$ cat src/rtl/k12_alu_ttl.sv
// K12 CPU 8-bit ALU: combinational result/condition datapath plus a registered
// {N,C,Z} flag store that updates only on ALU-class instructions.
module k12_alu_ttl (
  input  logic        clk,
  input  logic        rst_n,
  input  logic [7:0]  a,
  input  logic [7:0]  b,
  input  logic [15:0] inst,
  output logic [7:0]  res,
  output logic        cond,
  output logic [2:0]  flags
);

  typedef enum logic [2:0] {
    OP_ADD = 3'd0, OP_SUB = 3'd1, OP_AND = 3'd2, OP_OR  = 3'd3,
    OP_XOR = 3'd4, OP_SHL = 3'd5, OP_SHR = 3'd6, OP_MOV = 3'd7
  } op_t;

  typedef struct packed {
    logic [1:0] cls;
    logic       src;
    op_t        op;
    logic [1:0] csel;
    logic [7:0] imm;
  } dec_t;

  dec_t       d;
  logic       alu_cls;
  logic [7:0] opnd;
  logic [8:0] sum;
  logic       c_flag, n_flag, z_flag;

  assign d       = dec_t'(inst);
  assign alu_cls = (d.cls == 2'b00);
  assign opnd    = d.src ? d.imm : b;

  // SUB uses a + ~opnd + 1, so bit 8 is the "no borrow" carry directly.
  always_comb begin
    sum    = 9'd0;
    res    = 8'h00;
    c_flag = 1'b0;
    if (alu_cls) begin
      unique case (d.op)
        OP_ADD: begin
          sum    = {1'b0, a} + {1'b0, opnd};
          res    = sum[7:0];
          c_flag = sum[8];
        end
        OP_SUB: begin
          sum    = {1'b0, a} + {1'b0, ~opnd} + 9'd1;
          res    = sum[7:0];
          c_flag = sum[8];
        end
        OP_AND: res = a & opnd;
        OP_OR:  res = a | opnd;
        OP_XOR: res = a ^ opnd;
        OP_SHL: begin
          res    = {a[6:0], 1'b0};
          c_flag = a[7];
        end
        OP_SHR: begin
          res    = {1'b0, a[7:1]};
          c_flag = a[0];
        end
        OP_MOV: res = opnd;
        default: res = 8'h00;
      endcase
    end
  end

  assign z_flag = (res == 8'h00);
  assign n_flag = res[7];

  always_comb begin
    cond = 1'b0;
    if (alu_cls) begin
      unique case (d.csel)
        2'b00: cond = z_flag;
        2'b01: cond = c_flag;
        2'b10: cond = n_flag;
        2'b11: cond = ~z_flag;
        default: cond = 1'b0;
      endcase
    end
  end

  always_ff @(posedge clk or negedge rst_n) begin
    if (!rst_n)       flags <= 3'b000;
    else if (alu_cls) flags <= {n_flag, c_flag, z_flag};
  end

endmodule

$ cat config.mk
export PLATFORM = sky130hd
export DESIGN_NAME = k12_alu_ttl
export DESIGN_NICKNAME = d
export VERILOG_FILES = /design/src/rtl/k12_alu_ttl.sv
export SDC_FILE = /design/constraint.sdc
export NUM_CORES = 1
export LEC_CHECK = 0
export ABC_AREA = 0
export CAP_MARGIN = 20
export CORE_MARGIN = 2
export CORE_UTILIZATION = 50
export CTS_CLUSTER_SIZE = 40
export DETAILED_ROUTE_END_ITERATION = 6
export PLACE_DENSITY = 0.79
export SLEW_MARGIN = 20
export SYNTH_ARGS = -nofsm -noshare
export SYNTH_HDL_FRONTEND = slang
export SYNTH_SLANG_ARGS = --single-unit
$ cat constraint.sdc
create_clock -name clk -period 7.9 [get_ports clk]
set_input_delay 2.37 -clock clk [delete_from_list [all_inputs] [get_ports clk]]
set_output_delay 2.37 -clock clk [all_outputs]
set_load 0.01 [all_outputs]
# Word level (Yosys, flattened, before mapping)
# Cells that the tools add are included.
dict set report classes {
  n_div 0
  n_mux 6
  n_addsub 3
  mul 0
  n_bitwise 5
  order_cmp 0
  eq_ne 10
  n_shift 0
  n_reduce_logical 4
}
# op count
set op_table {}
lappend op_table {{one-hot mux 8 bit (8 select lines)} 1}
lappend op_table {{adder 8 x 8 -> 9 bit} 2}
lappend op_table {{2-to-1 mux 8 bit} 2}
lappend op_table {{equality test 3 bit (second input constant)} 4}
lappend op_table {{adder 9 x 1 -> 9 bit (second input constant)} 1}
lappend op_table {{bitwise AND 8 bit} 1}
lappend op_table {{logical NOT 8 bit} 1}
lappend op_table {{inverter 8 bit} 1}
lappend op_table {{bitwise OR 8 bit} 1}
lappend op_table {{one-hot mux 1 bit (4 select lines)} 2}
lappend op_table {{XOR 8 bit} 1}
lappend op_table {{equality test 3 x 2 -> 1 bit (second input constant)} 2}
lappend op_table {{equality test 2 bit (second input constant)} 2}
lappend op_table {{logical NOT 2 bit} 2}
lappend op_table {{equality test 3 x 1 -> 1 bit (second input constant)} 1}
lappend op_table {{logical NOT 3 bit} 1}
lappend op_table {{equality test 2 x 1 -> 1 bit (second input constant)} 1}
lappend op_table {{2-to-1 mux 1 bit} 1}
lappend op_table {{inverter 1 bit} 1}
dict set report word_totals {
  mem_bits_rw 0
  latchBits 0
  mem_bits_ro 0
  memories 0
  output_inout_bits 12
  register_bits 3
  word_cells 29
  inputBits 34
}

# Longest topological paths before layout
dict set report depth {
  depth_word 10
  ltp_mapped 13
  depth_no_buf 12
}

# Least setup slack after synthesis
# No wires, ideal clock.
dict set report synth_path {
  kind {input -> output}
  startpoint {input inst[13]}
  endpoint {output cond}
  cell_stages 11
  arrival_time_ns 5.415
  t_required_ns 5.530
  path_slack_ns 0.115
  path_cell_list {buf_6 > mux2i_1 > fa_1 > nor2b_1 > o221ai_1 > o21ai_0 > a221oi_1 > or4_1 > or4_1 > a22o_1 > a221o_1}
}
dict set report synth_via {
  elab_chain_len 10
  word_cells_on_any_way 15
  cone_classes {3 x add/sub; 6 x mux; 5 x bitwise; 1 x reduce/logical}
}
# item line_no
set synth_lines {}
lappend synth_lines {{start: declaration} 8} ;# input logic [15:0] inst,
lappend synth_lines {{2-to-1 mux 8 bit *} 35} ;# assign opnd = d.src ? d.imm : b;
lappend synth_lines {{inverter 8 bit} 50} ;# sum = {1'b0, a} + {1'b0, ~opnd} + 9'd1;
lappend synth_lines {{adder 8 x 8 -> 9 bit} 50}
lappend synth_lines {{adder 9 x 1 -> 9 bit} 50}
lappend synth_lines {{one-hot mux 8 bit (8 select lines) *} 43} ;# unique case (d.op)
lappend synth_lines {{2-to-1 mux 8 bit *} 42} ;# if (alu_cls) begin
lappend synth_lines {{named net res[1]} 9} ;# output logic [7:0] res,
lappend synth_lines {{logical NOT 8 bit *} 71} ;# assign z_flag = (res == 8'h00);
lappend synth_lines {{inverter 1 bit} 81} ;# 2'b11: cond = ~z_flag;
lappend synth_lines {{one-hot mux 1 bit (4 select lines) *} 77} ;# unique case (d.csel)
lappend synth_lines {{2-to-1 mux 1 bit *} 76} ;# if (alu_cls) begin
lappend synth_lines {{end: declaration} 10} ;# output logic cond,
# Mark *: on every way through the listed nets, which the timed path passes. The rest lies on a longest branch.

# Final worst setup path
dict set report layout_path {
  startpoint {input inst[13]}
  endpoint {output cond}
}
dict set report layout_via {
  elab_chain_len 10
  word_cells_on_any_way 15
  cone_classes {3 x add/sub; 6 x mux; 5 x bitwise; 1 x reduce/logical}
}
# item line_no
set layout_lines {}
lappend layout_lines {{2-to-1 mux 8 bit *} 35}
lappend layout_lines {{inverter 8 bit} 50}
lappend layout_lines {{adder 8 x 8 -> 9 bit} 50}
lappend layout_lines {{adder 9 x 1 -> 9 bit} 50}
lappend layout_lines {{one-hot mux 8 bit (8 select lines)} 43}
lappend layout_lines {{2-to-1 mux 8 bit} 42}
lappend layout_lines {{logical NOT 8 bit} 71}
lappend layout_lines {{inverter 1 bit} 81}
lappend layout_lines {{one-hot mux 1 bit (4 select lines) *} 77}
lappend layout_lines {{2-to-1 mux 1 bit *} 76}
# Every way passes the cells marked *; elsewhere a longest branch is shown, timed or not.

==> results.cfg <==
[status]
status = complete, but fails checks
violations = setup timing

[worst_setup_path]
r2r_setup_slack_ns = 7.12
regToRegEndpoint = flags[1]
r2r_cells = 1
crit_path_max_incr_delay_ns = 0.49
worst_path_max_delay_cell = or4_4
crit_type = input pin to primary output
critPathCaptureType = primary output
r2r-start = flags[1]
cp_max_fo = 3
worstPathRequired_ns = 5.53
crit_chain = buf_8, mux2_4, ha_4, inv_4, fa_2, nor2b_2, o311a_1, nor4_2, o31ai_1, o311a_1, or4_4, a22o_1, a221o_1, buf_2
critPathLaunchType = input pin
timing.critical_path.mode_cell = o311a_1
worstPathArrival_ns = 5.67

[floorplanning]
die_y_um = 63.47
die_area_um2 = 4028
num_rows = 21
core_area_um2 = 3363
initial_core_util_pct = 52.57
die_w_um = 63.47
io_pins = 46

[pwr]
power_w = 0.0002901
clock_power_share_pct = 10.5
power_density_nw_per_um2 = 94.65
switchingPower_w = 0.0001329
p_sw_share_pct = 45.80
seqPwrFrac_pct = 6.6
vdd_drop_max_mv = 0.04901
comb_power_share_pct = 82.9
internal_power_w = 0.0001573
p_leak_nw = 1.504

[global_route]
grt_pass1_wl_mm = 12.32
globalRouteTotalUtil_pct = 38.75
first_global_vias = 2615
antenna_found_initial = 0
grt_max_degree = 18
grt_overflow = 0

[route]
via_per_inst = 6.670
drt-initial-drc-count = 398
dr.pass1.iters = 7
drt-wirelength-per-cell_um = 21.58
ant_nets = 0
dr_total_vias = 2788
wl_mm = 9.020
drc_errors = 0

[synth]
seq_area_frac_synth_pct = 4.246
yosysTopAreaCellShare_pct = 20.52
ys_types = 56
yosys.area.top_type = ha_1
synth_most_common_cell = ha_1
yosys-top-cells-area = ha_1 (21%), a21oi_1 (6.2%), inv_1 (5.5%), dfrtp_1 (4.2%), mux2i_1 (4.0%)
async_flop_share_pct = 100.0
syn_area_per_cell_um2 = 7.216
ys_warn_count = 0
ys_ff_latch = 3
ys.flop_type = dfrtp_1
ys_top_cells_by_count = ha_1 (29), inv_1 (26), a21oi_1 (22)
synth_nets = 310
synth-edff-count = 0
synthCells = 245
syn_area_um2 = 1768

[clock_network]
clock-sinks = 3
cts_buffers = 3
root_buffer = clkbuf_4
h-tree-depth = 1
clockBufferDepth = 2
clk_latency_ns = 0.25
path_clk_slew_ns = 0.05
cts_tree = done

[sta]
fin_worst_skew_ns = 0
worstMarginPinSlew_ns = 0.5123
fmax_mhz = 124.4
slew_headroom_pct = 65.72
worst_slack_ns = -0.1382
grt_setup_unrepaired = yes
timing.hold.ws_ns = 0.4828
final_hold_viol_count = 0
finalCriticalPeriod_ns = 8.038
drv_slew = 0
fin_crit_sh_pct = 101.7
setup_viol = 1

[min_path]
min_to = flags[2]
hp-start = flags[2]
min_path_cells = 1
hold_class = register to register

[layout]
area_growth_pct = 73.39
regMostFlops = flags
drive_above_1_share_pct = 35.48
largest_register_ffs = 3
final_nets = 438
num-fill-cells = 149
top_regs = flags x3
antenna_cells = 0
layout.cells.non_filler = 418

[place]
place_ws_ns = -0.8664
portBuffers = 45
hpwl_mm = 5.534
gp_congestion = 0.9350
dp_cells = 406

[job]
max_cap_violations = 0
## worst max path at each step
stage / startpoint / end / slack, ns / depth (start not counted)
final: inst[13] / cond / -0.14 / 14
after global routing: inst[13] / cond / -0.22 / 14
after CTS: inst[13] / cond / -0.05 / 14
after detailed placement: inst[13] / cond / -0.87 / 14
after global placement: inst[13] / cond / -0.77 / 14
after floorplan: inst[13] / cond / 0.11 / 11
## cell families after synthesis
logic type	count (synthesis)	synth area share, %
AOI/OAI and AO/OA	84	32.27
xor gates and xnor gates	4	1.982
adders and majority gates	31	22.79
buffers and inverters	38	9.200
DFF	3	4.246
muxes	13	9.059
and+or+nand+nor	72	20.45
## critical path, delay by kind of cell
family	cells	cell delay, ns
mux	1	0.22
simple gates	3	1.04
fa+ha+maj	2	0.54
buf+inv	3	0.28
compound gates	5	1.23
## cell usage in the layout (no fill, tap or decap), types with 4 or more instances in the layout
cell type        count
mux2i_1              7
o21ai_0             11
nor3_1               5
buf_4               86
inv_1               23
ha_1                24
nor2_1              16
o21a_1               5
clkdlybuf4s50_1     33
ha_4                 4
nand3_1              4
nor2b_1              8
dlymetal6s2s_1       5
nand2_1             17
a21oi_1             20
## cell type report
type                       count  area (µm²)  share of cell area, %
multi-input combinational    204        1675                  54.65
timing repair buffer         134        1125                  36.69
tap                           46       57.56                  1.878
sequential                     3       75.07                  2.449
clock buffer                   4       26.28                 0.8571
inverter                      27       106.4                  3.469
## what timing repair did
action,4_1_cts,5_1_grt
setup endpoints to repair,4,1
gates cloned,0,0
hold endpoints to repair,0,0
resized for setup,38,29
hold buffers,0,0
setup buffers,3,5
pin swaps,11,18
## power by group through the flow
stage	clock network, W	logic (W)	registers, W
after floorplan	0	0.0000969	0.0000201
after global placement	0	0.000190	0.0000189
after detailed placement	0	0.000196	0.0000191
after CTS	0.0000296	0.000205	0.0000189
after global routing	0.0000318	0.000250	0.0000192
final	0.0000304	0.000241	0.0000190
## metrics by stage
stage                     utilization (%)  cell area, µm²  TNS (ns)
after floorplan                         -            1768         0
after global placement              83.93            2823   -0.8242
after detailed placement            83.93            2823    -1.086
after CTS                           87.05            2928  -0.05207
after global routing                91.15            3065   -0.2243
final                               91.15            3065   -0.1382
## metal layers
| metal | GRT usage, % | part of all wire (%) | vias to the layer above |
|---|---|---|---|
| met3 | 5.714 | 12 | 106 |
| met4 | 18.48 | 9.1 | 0 |
| met5 | 0 | 0 | - |
| met2 | 68.95 | 44 | 301 |
| met1 | 45.05 | 34 | 1239 |
| li1 | - | - | 1142 |
(Power assumes the default switching activity.)
==> patch 1, RTL diff (same settings) <==
Add an input register stage for `a`, `b` and `inst`, with the module's reset; this delays them by one clock. Comments in the files are not updated.
--- a/src/rtl/k12_alu_ttl.sv
+++ b/src/rtl/k12_alu_ttl.sv
@@ -24,15 +24,31 @@
     logic [7:0] imm;
   } dec_t;
 
+  logic [7:0] a_q;
+  logic [7:0] b_q;
+  logic [15:0] inst_q;
+
+  always_ff @(posedge clk or negedge rst_n) begin
+    if (!rst_n) begin
+      a_q    <= '0;
+      b_q    <= '0;
+      inst_q <= '0;
+    end else begin
+      a_q    <= a;
+      b_q    <= b;
+      inst_q <= inst;
+    end
+  end
+
   dec_t       d;
   logic       alu_cls;
   logic [7:0] opnd;
   logic [8:0] sum;
   logic       c_flag, n_flag, z_flag;
 
-  assign d       = dec_t'(inst);
+  assign d       = dec_t'(inst_q);
   assign alu_cls = (d.cls == 2'b00);
-  assign opnd    = d.src ? d.imm : b;
+  assign opnd    = d.src ? d.imm : b_q;
 
   // SUB uses a + ~opnd + 1, so bit 8 is the "no borrow" carry directly.
   always_comb begin
@@ -42,25 +58,25 @@
     if (alu_cls) begin
       unique case (d.op)
         OP_ADD: begin
-          sum    = {1'b0, a} + {1'b0, opnd};
+          sum    = {1'b0, a_q} + {1'b0, opnd};
           res    = sum[7:0];
           c_flag = sum[8];
         end
         OP_SUB: begin
-          sum    = {1'b0, a} + {1'b0, ~opnd} + 9'd1;
+          sum    = {1'b0, a_q} + {1'b0, ~opnd} + 9'd1;
           res    = sum[7:0];
           c_flag = sum[8];
         end
-        OP_AND: res = a & opnd;
-        OP_OR:  res = a | opnd;
-        OP_XOR: res = a ^ opnd;
+        OP_AND: res = a_q & opnd;
+        OP_OR:  res = a_q | opnd;
+        OP_XOR: res = a_q ^ opnd;
         OP_SHL: begin
-          res    = {a[6:0], 1'b0};
-          c_flag = a[7];
+          res    = {a_q[6:0], 1'b0};
+          c_flag = a_q[7];
         end
         OP_SHR: begin
-          res    = {1'b0, a[7:1]};
-          c_flag = a[0];
+          res    = {1'b0, a_q[7:1]};
+          c_flag = a_q[0];
         end
         OP_MOV: res = opnd;
         default: res = 8'h00;
Behaviour: not the same (a bounded check fails within 4 cycles, from zero or initial values and one cycle with rst_n low).
==> patch 1 against the unedited design <==
Combinational power shrank 37%. Sequential power increased to 11 times the old value. Final area up 7.9%. Setup slack improved by 1.2 ns. Total power increased by 66%. Critical path depth is 3 lower. Sequential cell count grew 32. Highest routed layer unchanged. Area after synthesis rose by 55%. First-iteration DRC count down 46%. Clock power rose to 4.2 times the old value. Fmax is 17% higher. Via count down 19%. Wire length fell by 31%.
==> patch 1: results (changes against the unedited design) <==
Compound-Gate Fraction of Synth Area=18.64% (-14 points); synthesis-stage register bit count=35 (+32); fraction of layout cells with a size suffix above 1=8.411% (-27 points); vias in the first global route=2191 (-16%); slowest CP cell=mux2i_1; Inverters=23 (-15%); comb_multi_in=209 (+2.5%); met3 wire len=447 microns (-59%); number of non-clock buffers=47 (-65%); GRT met2 Usage=34.57% (-34 points); Static Leakage=1.452 nW (-3.4%); status=completed; largest family of logic cells by synthesized area=simple AND/OR/NAND/NOR gates; fillers=450 (+200%); Synth Area per Inst=9.735 sq um (+35%); GPL Wtd Cong=0.9483 (+1.4%); Root Buffer=clkbuf_8; area grow syn2layout=20.51%; met3 Track Usage GR=3.678% (-2.0 points); post-cts resize count=0 (-100%); Vias/cell=5.772 (-13%); M1 GR Usage=30.65% (-14 points); Commonest cells post-synth=dfrtp_1 (35), ha_1 (29), inv_1 (23); Area after DPL=3221 sq um (+14%); Clock-cell share=2.648% (+1.8 points); transition time of the tightest slew-check pin=1.043 ns (+0.5305 ns); Top delay family on crit path=simple AND/OR/NAND/NOR gates; final instance count without filler cells=391 (-6.5%); Post-CTS Setup Bufs=0 (-3)
patch 1: changes by cell type in the layout (fill, tap and decap cells not counted), sizes merged, moves of 8 or more:
cell           unedited run  this run
clkdlybuf4s50            33        45
nand2                    18        10
buf                      93         2
dfrtp                     3        35
o21ai                    15         6
mux2i                     7        16
a21oi                    22        14
patch 1: where the power goes:
group          leakage (nW)  switching [mW]  internal, mW  total, mW
clock network        0.0470          0.0592        0.0683      0.127
logic                 0.994          0.0753        0.0768      0.152
registers             0.412          0.0131         0.190      0.203
patch 1: path summary, 6_finish.rpt:
path / cells past startpoint / slack [ns] / endpoint / startpoint
worst max-delay path: 11 / 1.04 / cond / d[13]
worst min-delay path: 1 / 0.49 / flags[2] / flags[2]
worst max register to register: 10 / 4.23 / flags[0] / d[13]
worst min register to register: 1 / 0.49 / flags[2] / flags[2]
max in group asynchronous: 2 / 5.09 / d[7] / rst_n
min in group asynchronous: 2 / 2.49 / d[1] / rst_n
==> patch 2, RTL diff (same flow settings) <==
Without the edit above. Put one more register stage on the output `flags`. The value now appears one clock later. The other outputs are not delayed to match.
--- a/src/rtl/k12_alu_ttl.sv
+++ b/src/rtl/k12_alu_ttl.sv
@@ -23,6 +23,8 @@
     logic [1:0] csel;
     logic [7:0] imm;
   } dec_t;
+
+  logic [2:0] flags_s0;
 
   dec_t       d;
   logic       alu_cls;
@@ -85,8 +87,12 @@
   end
 
   always_ff @(posedge clk or negedge rst_n) begin
-    if (!rst_n)       flags <= 3'b000;
-    else if (alu_cls) flags <= {n_flag, c_flag, z_flag};
+    if (!rst_n)       flags_s0 <= 3'b000;
+    else if (alu_cls) flags_s0 <= {n_flag, c_flag, z_flag};
+  end
+
+  always_ff @(posedge clk) begin
+    flags <= flags_s0;
   end
 
 endmodule
Function: changed (a bounded check fails within 4 cycles, from zero or initial values and one cycle with rst_n low).
==> patch 2 against the unedited design <==
Die area up 13%. Utilization decreased by 10 points. Sequential share of layout area up 1.8 points. Total power increased by 4.6%. Sequential cell count is 3 higher. Worst hold slack lost 0.099 ns. Final area up 3.3%. Critical path type unchanged. Fmax rose by 3.1%. Area after synthesis up 13%. Synthesized cell count is 3.3% higher. Setup slack better by 0.25 ns. Wire length fell by 23%.
==> patch 2: results (changes against the unedited design) <==
Vias/cell=5.800 (-13%); reg2reg end=flags_s0[1]; transition time of the tightest slew-check pin=0.4350 ns (-0.07725 ns); Top delay family on crit path=simple AND/OR/NAND/NOR gates; Max VDD drop=0.04677 mV (-4.6%); Synth area leaders=ha_1 (18%), mux2i_1 (7.0%), inv_1 (4.3%); Cell variety after synth=69 (+23%); skew final=0.006259 ns (+0.006259 ns); ys flop type=dfxtp_1; critical path data arrival time=5.42 ns (-0.25 ns); net count after synthesis=318 (+2.6%); status=completed; post-DP HPWL=5.367 mm (-3.0%); Largest regs=flags (3), flags_s0 (3); M1 GR Usage=34.68% (-10 points); DRT Wirelength=6.986 mm (-23%); CP Max Fanout=4 (+1); Root Buffer=clkbuf_8; clock latency on the worst-skew pair=0.23 ns (-0.02 ns); fraction of layout cells with a size suffix above 1=33.33% (-2.2 points); critical path's largest stage delay=0.51 ns (+0.02 ns); fillers=257 (+72%); Static Leakage=1.476 nW (-1.9%); first-pass detailed-route iteration total=5 (-2); sequential share of the synthesized area=6.742% (+2.5 points); GR Util All Layers=31.75% (-7.0 points); GRT met2 Usage=60.64% (-8.3 points); clock buffer depth=2 (unchanged); met3 Track Usage GR=2.833% (-2.9 points); flop-to-flop setup slack=7.22 ns (+0.10 ns); largest net degree at the start of global routing=15 (-3); starting DRC count in detailed routing=164 (-59%); FFs w/ async S/R, synth=50.00% (-50 points); GPL Wtd Cong=0.9019 (-3.5%); slowest CP cell=or4b_4; # placed instances=405 (-0.25%); Synth Area in Adders=20.10% (-2.7 points); reg2reg start=flags_s0[1]; top-count cell post-synth=ha_1; Final nets=432 (-1.4%); first-pass GRT wire length=10.87 mm (-12%); WL/cell=16.79 microns (-22%); mux share of post-synthesis cell area=11.24% (+2.2 points); Commonest cells post-synth=ha_1 (29), inv_1 (23), a21oi_1 (14), mux2i_1 (14), nor2_1 (14); Synth Area per Inst=7.923 sq um (+9.8%)
==> patch 2: cell count changes in the layout (fill, tap and decap cells not counted), sizes merged, moves of 6 or more <==
cell           change
a21oi              -8
mux2i              +9
o21ai              -9
nand2              -8
buf               -12
clkdlybuf4s50      +6
==> patch 2: metrics by stage <==
stage                     total power, mW  area [sq um]  hold WS [ns]  util, %  worst slack (ns)
after floorplan                    0.1412          2004        0.3478        -            0.3007
after global placement             0.2282          2993        0.3572    76.47           -0.6312
after detailed placement           0.2347          2993        0.3690    76.47           -0.6871
after CTS                          0.2918          3102        0.3794    79.25          0.004679
after global routing               0.3217          3166        0.3956    80.88          -0.02388
final                              0.3036          3166        0.3841    80.88            0.1069
==> patch 2: cell families after synthesis <==
kind of cell / after synthesis
and+or+nand+nor: 87
AOI/OAI and AO/OA: 67
buffers and inverters: 38
adders and majority gates: 31
muxes: 19
DFF: 6
xor gates and xnor gates: 5
==> patch 2: worst min path at each step <==
stage | startpoint | to | slack, ns | cells past startpoint
after CTS | flags_s0[0] | flags[0] | 0.38 | 0
final | flags_s0[0] | flags[0] | 0.38 | 0
after floorplan | flags_s0[0] | flags[0] | 0.35 | 0
after detailed placement | flags_s0[2] | flags[2] | 0.37 | 0
after global placement | flags_s0[1] | flags[1] | 0.36 | 0
after global routing | flags_s0[2] | flags[2] | 0.40 | 0
==> patch 2: area by class of cell <==
cell class	instances	share of cell area, %
clock buffer	4	1.423
inverter	23	2.727
multi-input combinational	209	56.72
sequential	6	4.269
tap	50	1.976
timing repair buffer	124	32.89
==> patch 2: repair_timing <==
| action | CTS | global route |
|---|---|---|
| setup buffers | 5 | 2 |
| resized for setup | 23 | 13 |
| endpoints found under the hold margin | 0 | 0 |
| gates cloned | 0 | 0 |
| setup endpoints to repair | 4 | 2 |
| pin swaps | 9 | 6 |
==> patch 2: power breakdown <==
part           internal (mW)  switching (mW)  total, mW
Sequential            0.0355         0.00214     0.0377
Clock                 0.0349          0.0160     0.0509
Combinational          0.115           0.100      0.215
Total                  0.185           0.118      0.304
==> patch 2: layer usage <==
| layer | part of all wire [%] | vias to the layer above |
|---|---|---|
| met3 | 5.7 | 19 |
| met2 | 52 | 108 |
| li1 | - | 1153 |
| met5 | 0 | - |
| met1 | 39 | 1133 |
| met4 | 3.6 | 0 |
